**config.mk**
```make
export PLATFORM = sky130hd
export DESIGN_NAME = key_pulse_gen
export DESIGN_NICKNAME = d
export VERILOG_FILES = /design/src/rtl/key_pulse_gen.sv
export SDC_FILE = /design/constraint.sdc
export NUM_CORES = 1
export LEC_CHECK = 0
export CELL_PAD_IN_SITES_DETAIL_PLACEMENT = 2
export CELL_PAD_IN_SITES_GLOBAL_PLACEMENT = 2
export CORE_MARGIN = 2
export CORE_UTILIZATION = 34
export DETAILED_ROUTE_END_ITERATION = 8
export PLACE_DENSITY_LB_ADDON = 0.15
export SYNTH_ARGS = -nofsm -noshare
export SYNTH_HDL_FRONTEND = slang
export SYNTH_SLANG_ARGS = --single-unit
```
**constraint.sdc**
```tcl
create_clock -name clk -period 2.73 [get_ports clk]
set_clock_uncertainty 0.15 [all_clocks]
set_input_delay 0.546 -clock clk [delete_from_list [all_inputs] [get_ports clk]]
set_output_delay 0.546 -clock clk [all_outputs]
set_load 0.01 [all_outputs]
```
**src/rtl/key_pulse_gen.sv**
```systemverilog
// Debounced push-button front end: 2-FF synchronizer plus five-state FSM issuing a press strobe,
// a long-press strobe and a debounced level. Press strobe follows a stable press by DEB_CYCLES+2 edges.
module key_pulse_gen #(
    parameter int DEB_CYCLES  = 16,
    parameter int LONG_CYCLES = 64
) (
    input  logic clk,
    input  logic rst,
    input  logic pb_in,
    output logic pulse,
    output logic long_pulse,
    output logic pb_level
);

    typedef enum logic [2:0] {
        IDLE    = 3'd0,
        ARM     = 3'd1,
        PRESSED = 3'd2,
        HELD    = 3'd3,
        REL     = 3'd4
    } state_t;

    localparam logic [15:0] DEB_MAX  = 16'(DEB_CYCLES);
    localparam logic [15:0] LONG_MAX = 16'(LONG_CYCLES);

    state_t      state_q, state_d;
    logic        sync1_q, sync2_q;
    logic [15:0] deb_cnt_q, deb_cnt_d;
    logic [15:0] long_cnt_q, long_cnt_d;
    logic        pulse_q, pulse_d;
    logic        long_pulse_q, long_pulse_d;
    logic        pb_level_q, pb_level_d;
    logic        pb_sync;

    assign pb_sync = sync2_q;

    always_ff @(posedge clk or posedge rst) begin
        if (rst) begin
            state_q      <= IDLE;
            sync1_q      <= 1'b0;
            sync2_q      <= 1'b0;
            deb_cnt_q    <= 16'd0;
            long_cnt_q   <= 16'd0;
            pulse_q      <= 1'b0;
            long_pulse_q <= 1'b0;
            pb_level_q   <= 1'b0;
        end else begin
            state_q      <= state_d;
            sync1_q      <= pb_in;
            sync2_q      <= sync1_q;
            deb_cnt_q    <= deb_cnt_d;
            long_cnt_q   <= long_cnt_d;
            pulse_q      <= pulse_d;
            long_pulse_q <= long_pulse_d;
            pb_level_q   <= pb_level_d;
        end
    end

    // deb_cnt serves both press and release debounce; long_cnt freezes at LONG_MAX once fired.
    always_comb begin
        state_d    = state_q;
        deb_cnt_d  = deb_cnt_q;
        long_cnt_d = long_cnt_q;
        case (state_q)
            IDLE: begin
                deb_cnt_d = 16'd0;
                if (pb_sync) begin
                    state_d   = ARM;
                    deb_cnt_d = 16'd1;
                end
            end
            ARM: begin
                if (!pb_sync) begin
                    state_d   = IDLE;
                    deb_cnt_d = 16'd0;
                end else if (deb_cnt_q + 16'd1 == DEB_MAX) begin
                    state_d    = PRESSED;
                    deb_cnt_d  = DEB_MAX;
                    long_cnt_d = 16'd0;
                end else begin
                    deb_cnt_d = deb_cnt_q + 16'd1;
                end
            end
            PRESSED: begin
                if (!pb_sync) begin
                    state_d   = REL;
                    deb_cnt_d = 16'd1;
                end else if (long_cnt_q + 16'd1 == LONG_MAX) begin
                    state_d    = HELD;
                    long_cnt_d = LONG_MAX;
                end else begin
                    long_cnt_d = long_cnt_q + 16'd1;
                end
            end
            HELD: begin
                if (!pb_sync) begin
                    state_d   = REL;
                    deb_cnt_d = 16'd1;
                end
            end
            REL: begin
                if (pb_sync) begin
                    // Resuming counts this edge so a glitch delays the long strobe by its own length.
                    if (long_cnt_q == LONG_MAX) begin
                        state_d = HELD;
                    end else if (long_cnt_q + 16'd1 == LONG_MAX) begin
                        state_d    = HELD;
                        long_cnt_d = LONG_MAX;
                    end else begin
                        state_d    = PRESSED;
                        long_cnt_d = long_cnt_q + 16'd1;
                    end
                end else if (deb_cnt_q + 16'd1 == DEB_MAX) begin
                    state_d   = IDLE;
                    deb_cnt_d = 16'd0;
                end else begin
                    deb_cnt_d = deb_cnt_q + 16'd1;
                end
            end
            default: begin
                state_d    = IDLE;
                deb_cnt_d  = 16'd0;
                long_cnt_d = 16'd0;
            end
        endcase
    end

    always_comb begin
        pulse_d      = (state_q == ARM) && (state_d == PRESSED);
        long_pulse_d = (state_d == HELD) && (long_cnt_q != LONG_MAX);
        pb_level_d   = pb_level_q;
        if (pulse_d) begin
            pb_level_d = 1'b1;
        end else if ((state_q == REL) && (state_d == IDLE)) begin
            pb_level_d = 1'b0;
        end
    end

    assign pulse      = pulse_q;
    assign long_pulse = long_pulse_q;
    assign pb_level   = pb_level_q;

endmodule

```
After elaboration in Yosys (flattened, before gate mapping)
Index checks and enable logic that the tools add are counted.
{ "classes": {"n_addsub": 2, "n_mul": 0, "n_div": 0, "n_lt_le_gt_ge": 0, "n_eq_ne": 17, "shift": 0, "mux": 27, "bitwise_logic": 1, "reduce_logical": 10} }
{ "ops": {"columns": ["operator", "count"], "rows": [
  ["two-way mux 16 bit", 11],
  ["one-hot mux 16 bit (4 select lines)", 2],
  ["adder 16 x 1 -> 16 bit, second input constant", 2],
  ["equality test 16 x 7 -> 1 bit, second input constant", 2],
  ["two-way mux 3 bit", 8],
  ["equality test 16 x 5 -> 1 bit, second input constant", 1],
  ["inequality test 16 x 7 -> 1 bit, second input constant", 1],
  ["one-hot mux 3 bit (5 select lines)", 1],
  ["inequality test 2 bit, second input constant", 7],
  ["equality test 3 x 2 -> 1 bit, second input constant", 4],
  ["logical NOT 3 bit", 2],
  ["AND reduction 6 bit", 1],
  ["two-way mux 1 bit", 5],
  ["OR reduction 2 bit", 2],
  ["equality test 3 x 1 -> 1 bit, second input constant", 1],
  ["equality test 3 bit, second input constant", 1],
  ["logical AND 1 bit", 3],
  ["AND reduction 2 bit", 1],
  ["nonzero test 2 bit", 1],
  ["NOT 1 bit", 1]
]} }
{ "word_totals": {"ff_bits": 40, "latch_bits": 0, "mem_bits_rw": 0, "romBits": 0, "in_bits": 3, "out_inout_bits": 3, "word_cells": 65, "memories": 0} }

Longest topological paths before layout
Gate-level depths: netlist of run 1.
{ "logic_depth": {"depth_word": 10, "depth_mapped": 10, "mapped_depth_nobuf": 9} }

Worst setup path before layout of run 1
No wires, ideal clock.
{ "synth_path": {"path_type": "register -> register", "from": "register deb_cnt_q[3]", "to": "register deb_cnt_q[1]", "setup_time_ns": 0.122, "arrival_time_ns": 2.604, "t_required_ns": 2.458, "slack_ns": -0.146, "stages_incl_launch_ff": 10, "period_less_slack_ns": 2.876, "cell_sequence": "dfrtp_1 buf_4 nand4_2 nor4_4 mux2_2 o21a_1 or4_4 buf_2 buf_4 a32o_1"} }
{ "synth_between": {"elab_chain_cells": 5, "word_cells_on_any_way": 7} }
{ "synth_rtl": {"columns": ["element", "line", "rtl"], "rows": [
  ["from (decl)", "28", "logic [15:0] deb_cnt_q, deb_cnt_d;"],
  ["from (signal assigned)", "51", "deb_cnt_q <= deb_cnt_d;"],
  ["adder 16 x 1 -> 16 bit *", "76, 113", null],
  ["equality test 16 x 5 -> 1 bit *", "76, 113", null],
  ["two-way mux 16 bit (on tied branches)", "113, 76", null],
  ["two-way mux 16 bit (on tied branches)", "102, 73", null],
  ["one-hot mux 16 bit (4 select lines) *", "64", "case (state_q)"]
]} }
Every way passes the cells marked *; elsewhere a longest branch is shown, timed or not. The select of a mux whose other input is x is not followed.
A chain may end at the register's enable or synchronous reset.

Worst setup path in the final report of run 1
{ "layout_path": {"from": "register deb_cnt_q[1]", "to": "register pb_level_q, in the netlist pb_level"} }
{ "layout_between": {"elab_chain_cells": 8, "word_cells_on_any_way": 13} }
{ "layout_rtl": {"columns": ["element", "line", "rtl"], "rows": [
  ["adder 16 x 1 -> 16 bit *", "76, 113", null],
  ["equality test 16 x 5 -> 1 bit *", "76, 113", null],
  ["two-way mux 3 bit (on tied branches)", "113, 76", null],
  ["two-way mux 3 bit (on tied branches)", "102, 73", null],
  ["one-hot mux 3 bit (5 select lines) *", "64", null],
  ["equality test 3 x 2 -> 1 bit or logical NOT 3 bit (tied branches)", "129, 134", null],
  ["logical AND 1 bit (on tied branches)", "129, 134", null],
  ["two-way mux 1 bit or nonzero test 2 bit (tied branches)", null, null],
  ["to (signal assigned)", "55", "pb_level_q <= pb_level_d;"],
  ["to (decl)", "32", "logic pb_level_q, pb_level_d;"]
]} }
Every way passes the cells marked *; elsewhere a longest branch is shown, timed or not.

==> results of run 1 <==
## logic make-up (layout without fill, tap and decap cells)
family	count (synthesis)	after routing	synth area share (%)
simple gates	141	141	28.0
flops	40	40	37.5
compound gates	94	94	22.7
mux	4	4	1.55
xor+xnor	7	7	2.30
fa+ha+maj	3	3	1.41
buf+inv	42	81	6.52
## power breakdown
part | internal [W] | switching, W
sequential | 0.000601 | 0.0000188
clock | 0.000203 | 0.000237
combinational | 0.0000489 | 0.0000647
total | 0.000852 | 0.000321
## stage by stage
stage,setup slack [ps],hold slack [ps],utilization [%],std cells
2_1_floorplan,26.9,181,-,331
3_3_place_gp,-79.2,182,40.3,457
3_5_place_dp,-147,188,40.3,457
4_1_cts,-86.7,218,42.2,470
5_1_grt,-239,239,42.8,472
6_report,-117,210,42.8,472
## routing by layer
| layer | track usage (%) | up-vias | routed length [µm] |
|---|---|---|---|
| li1 | - | 1288 | - |
| met1 | 28.2 | 1380 | 4180 |
| met2 | 40.8 | 16 | 4630 |
| met3 | 2.93 | 6 | 100 |
| met4 | 4.10 | 0 | 82 |
| met5 | 0 | - | 0 |
## flip-flops by register name, indices dropped and copies added, names as in the netlist
register    count
pb_level        1
sync1_q         1
long_pulse      1
pb_sync         1
deb_cnt_q      16
pulse           1
state_q         3
long_cnt_q     16
## layout make-up
cell class / instances / area share [%]
clock buffers: 6 / 2.52
flip-flops and latches: 40 / 30.6
repair buffers: 56 / 13.8
well taps: 102 / 3.90
multi-input cells: 249 / 46.9
inverters: 17 / 1.95
clock inverters: 2 / 0.306
## what timing repair did
| action | CTS | global route |
|---|---|---|
| hold buffers | 0 | 0 |
| setup buffers | 5 | 2 |
| gates resized for setup | 5 | 8 |
| endpoints found under the setup margin | 24 | 30 |
| pin swaps | 4 | 5 |
## worst max path at each step
| stage | from | end | slack (ps) | cells past startpoint |
|---|---|---|---|---|
| after floorplan | deb_cnt_q[5]$_DFFE_PP0P_ | long_cnt_q[2]$_DFFE_PP0P_ | 30 | 8 |
| after global placement | deb_cnt_q[1]$_DFFE_PP0P_ | long_cnt_q[2]$_DFFE_PP0P_ | -80 | 8 |
| after detailed placement | deb_cnt_q[1]$_DFFE_PP0P_ | long_cnt_q[2]$_DFFE_PP0P_ | -150 | 8 |
| after CTS | deb_cnt_q[0]$_DFFE_PP0P_ | long_cnt_q[2]$_DFFE_PP0P_ | -90 | 8 |
| after global routing | deb_cnt_q[1]$_DFFE_PP0P_ | pb_level$_DFFE_PP0P_ | -240 | 8 |
| final | deb_cnt_q[1]$_DFFE_PP0P_ | pb_level$_DFFE_PP0P_ | -120 | 8 |
## cell usage after synthesis (5+ instances only)
| library cell | count |
|---|---|
| o21ai_1 | 6 |
| nor2b_1 | 5 |
| dfrtp_1 | 40 |
| a31oi_1 | 25 |
| nor4_1 | 6 |
| o21ai_0 | 21 |
| nand4_1 | 13 |
| nand2_1 | 28 |
| a21oi_1 | 10 |
| nor3_1 | 13 |
| clkbuf_1 | 18 |
| nor2_1 | 29 |
| or3_1 | 5 |
| o21a_1 | 7 |
| nand3_1 | 18 |
| inv_1 | 16 |
==> metrics.cfg, run 1 <==
[finish]
antenna_cells=0
final_common_cell=buf_4
n_fill_cell=877
area_growth_pct=22.7
drive_gt1_share_pct=21.1
layout.nets=375
finalInstanceArea_um2=3270
seqCellArea_um2=1000
multi_input_area_um2=1530
mostFrequentLayoutCells=buf_4, dfrtp_1, nand2_1, nor2_1, a31oi_1

[setup_path]
critical_path.slowest_cell=or4_4
ff2ff_setup_slack_ps=-120
critPathCaptureType=register
worstPathCellList=ha_2 -> nand4_1 -> nor2_2 -> mux2i_1 -> nand3_1 -> or4_4 -> or3_4 -> a221oi_2
cpLargestDelayFamily=simple AND/OR/NAND/NOR gates
cp.required_ps=2790
timing.rr.start=deb_cnt_q[1]$_DFFE_PP0P_
crit_type=register to register
reg2reg_depth=8
start_kind=register
crit_path_max_incr_delay_ps=630
cp_num_buf_inv=0
reg2reg_to=pb_level$_DFFE_PP0P_
worst-path-max-fanout=7
crit_arrival_ps=2910

[routing]
route.antenna.remaining_nets=0
vias=2690
drc=0
drt_first_pass_iters=4
wirelength_mm=9.00
vias_per_cell=5.70
drt_iter0_drc=53
wl_per_cell_um=19.1

[global_routing]
grt_pass1_wl_mm=15.1
grt_overflow=0
grt_pass1_vias=2908
antenna_found_initial=0
grt.total_usage_pct=22.3
grt_start_max_net_pins=23

[sta]
worstMarginPinSlew_ps=444
rsz0062_at_grt=true
drv_slew=0
setup_viol=18
setup_ws_ps=-117
relSlewSlack_pct=70.1
hold_viol_final=0
period_share_pct=104
setup_tns_ps=-973
fmax_ghz=0.351
period_needed_ps=2850

[clock_network]
cts_root_buf=clkbuf_8
clock_path_buffers=2
numCtsBuffers=5
tritoncts=done
clk_pin_slew_ps=100
clock-sinks=40
htreeDepth=2
clk_latency_ps=310

[place]
io_buffers=5
place_area_um2=3080
dp_hpwl_mm=6.47
gp_congestion=0.826

[synth]
ys_types=52
async_reset_ff_share_pct=100
ys_warn_count=0
synth_nets=337
synth_top_area_share_pct=37.5
yosysTopAreaCell=dfrtp_1
synth_edf_count=0
ys_ff_latch=40
synth_seq_area_share_pct=37.5
syn_area_um2=2670
yosys-top-cells-area=dfrtp_1, a31oi_1, nor2_1, nand2_1, o21ai_0
synthesis.area_per_instance_um2=8.06
syn_inst=331
dominantRegCellSynth=dfrtp_1

[flow_run]
maxCapViolations=0

[pwr]
leakage_nw=1.38
total_power_w=0.00117
peakVddDrop_mv=0.160
power_density_nw_per_um2=358

[run_status]
status=finished, violations left
violations=negative setup slack

[die]
coreArea_um2=7650
die_x_um=92.6
ios=6
dieArea_um2=8570
start_util_pct=34.9
die_y_um=92.6
rows=32

[hold_path]
min_to=pb_sync$_DFF_PP0_
holdCritStartpoint=sync1_q$_DFF_PP0_
hold_path.class=register to register
whs_path_depth=0

Power figures use the tool's default switching activity.
==> run 2, diff against run 1 <==
--- a/config.mk
+++ b/config.mk
@@ -10,7 +10,7 @@
 export CORE_MARGIN = 2
 export CORE_UTILIZATION = 34
 export DETAILED_ROUTE_END_ITERATION = 8
-export PLACE_DENSITY_LB_ADDON = 0.15
+export PLACE_DENSITY = 0.82
 export SYNTH_ARGS = -nofsm -noshare
 export SYNTH_HDL_FRONTEND = slang
 export SYNTH_SLANG_ARGS = --single-unit
==> run 2 against run 1 <==
  * The flow still finishes with violations (negative setup slack)
  * Wire length rose by 38%
  * Sequential power barely moved
  * Flip-flop and latch count did not move
  * Fmax fell by 5.0%
  * Critical path depth rose by 1
  * First-iteration DRC count rose to 4.2 times the previous value
  * Sequential share of layout area fell by 1.2 points
  * Via count rose by 11%
  * Die area did not move
  * Critical endpoint is now deb_cnt_q[9]$_DFFE_PP0P_
  * Largest power group unchanged
==> metrics.cfg, run 2 (synthesized netlist as in run 1, its figures left out) <==
[run_status]
status=finished, violations left
violations=negative setup slack

[global_routing]
antenna_found_initial=0
grt_pass1_wl_mm=18.8
grt_overflow=0
grt_pass1_vias=3286
grt.total_usage_pct=28.5
grt_busiest_layer=met2
grt_use_met3_pct=4.23
met1_usage_pct=37.4
grt_start_max_net_pins=41
grt_util_met2_pct=46.9

[die]
ios=6
rows=32
die_y_um=92.6
start_util_pct=34.9
dieArea_um2=8570
coreArea_um2=7650
die_x_um=92.6

[finish]
final_common_cell=buf_4
drive_gt1_share_pct=24.9
layout.nets=386
finalNonFillerCells=483
finalInstanceArea_um2=3420
area_growth_pct=28.0
finish.utilization_pct=44.7
mostFrequentLayoutCells=buf_4, dfrtp_1, nand2_1, nor2_1, a31oi_1
antenna_cells=0
reg_top3=deb_cnt_q x16, long_cnt_q x16, state_q x3

[clock_network]
cts-hold-fix-buffers=0
htreeDepth=2
numCtsBuffers=5
cts_root_buf=clkbuf_8
clk_latency_ps=320
tritoncts=done
clk_pin_slew_ps=100
clock-sinks=40
clock_path_buffers=2

[pwr]
pwr-share-comb_pct=11.0
peakVddDrop_mv=0.215
power_density_nw_per_um2=357
power.share.clock_pct=38.0
p_sw_share_pct=29.7
p_sw_w=0.000362
leakage_nw=1.42
p_int_w=0.000856
seqPwrFrac_pct=51.0

[sta]
setup_viol=30
hold_viol_final=0
worstMarginPinSlew_ps=571
setup_ws_ps=-268
period_share_pct=110
period_needed_ps=3000
finalHoldWorstSlack_ps=266
drv_slew=0
rsz0062_at_grt=true
fmax_ghz=0.334
relSlewSlack_pct=61.9
setup_tns_ps=-4370

[hold_path]
hold_path.class=register to register

[routing]
drt_first_pass_iters=5
wl_per_cell_um=25.7
drc=0
vias_per_cell=6.21
drt_iter0_drc=222
route.antenna.remaining_nets=0
wirelength_mm=12.4
vias=2999

[setup_path]
crit_type=register to register
worst-path-max-fanout=13
critPathCaptureType=register
crit_arrival_ps=3030
cp.required_ps=2760
start_kind=register

[place]
dp_hpwl_mm=6.78
place_area_um2=3050
dp.cells=454
io_buffers=5
gp_congestion=0.869

[flow_run]
maxCapViolations=0

run 2: final timing paths:
path	from	end	slack (ps)	cells after the start
setup / recovery	deb_cnt_q[5]$_DFFE_PP0P_	deb_cnt_q[9]$_DFFE_PP0P_	-270	9
hold / removal	sync1_q$_DFF_PP0_	pb_sync$_DFF_PP0_	270	0
min in group asynchronous	rst	long_pulse$_DFF_PP0_	500	3
hold reg to reg	sync1_q$_DFF_PP0_	pb_sync$_DFF_PP0_	270	0
setup reg to reg	deb_cnt_q[5]$_DFFE_PP0P_	deb_cnt_q[9]$_DFFE_PP0P_	-270	9
max in group asynchronous	rst	deb_cnt_q[10]$_DFFE_PP0P_	1500	3
run 2: metrics by stage:
| stage | power (W) | setup slack (ps) |
|---|---|---|
| CTS | 0.00119 | -122 |
| detailed placement | 0.000727 | -139 |
| global route | 0.00125 | -352 |
| finish | 0.00122 | -268 |
| global placement | 0.000718 | 1.67 |
| floorplan | 0.000683 | 26.9 |
run 2: layout make-up:
type / instances / area, µm²
clock inverter: 2 / 10.0
sequential: 40 / 1000
multi-input combinational: 249 / 1600
clock buffer: 6 / 82.6
tap: 102 / 128
inverter: 17 / 63.8
fill: 847 / 4230
timing repair buffer: 67 / 527
run 2: routing by layer:
metal,share of wire (%),vias to the layer above
met3,3.4,27
li1,-,1314
met2,49,83
met1,44,1575
met5,0,-
met4,3.3,0
run 2: power groups by stage:
stage          Clock, W  Sequential (W)  Combinational (W)
3_5_place_dp          0        0.000632          0.0000955
5_1_grt        0.000482        0.000623           0.000141
2_1_floorplan         0        0.000623          0.0000605
4_1_cts        0.000452        0.000619           0.000116
3_3_place_gp          0        0.000630          0.0000883
6_report       0.000463        0.000622           0.000134
run 2: repair_timing:
action                     in CTS  in global routing
pin swaps                      11                 10
buffers inserted               16                  5
cloned                          0                  0
setup endpoints to repair      30                 32
gates resized for setup        10                 16
run 2: critical path, stage by stage (launching register included):
cell and delay (ps):
dfrtp_1 410, buf_4 150, and4_1 290, nand4_1 260, nor3_2 260, xor2_1 150, or4_4 600, buf_6 210
a41oi_1 260, a31oi_1 120
==> run 3, diff against run 2 <==
--- a/config.mk
+++ b/config.mk
@@ -11,6 +11,7 @@
 export CORE_UTILIZATION = 34
 export DETAILED_ROUTE_END_ITERATION = 8
 export PLACE_DENSITY = 0.82
+export SKIP_LAST_GASP = 1
 export SYNTH_ARGS = -nofsm -noshare
 export SYNTH_HDL_FRONTEND = slang
 export SYNTH_SLANG_ARGS = --single-unit
==> results of run 3 <==
Same layout as run 2: the final DEF is identical, and so are final timing and power.
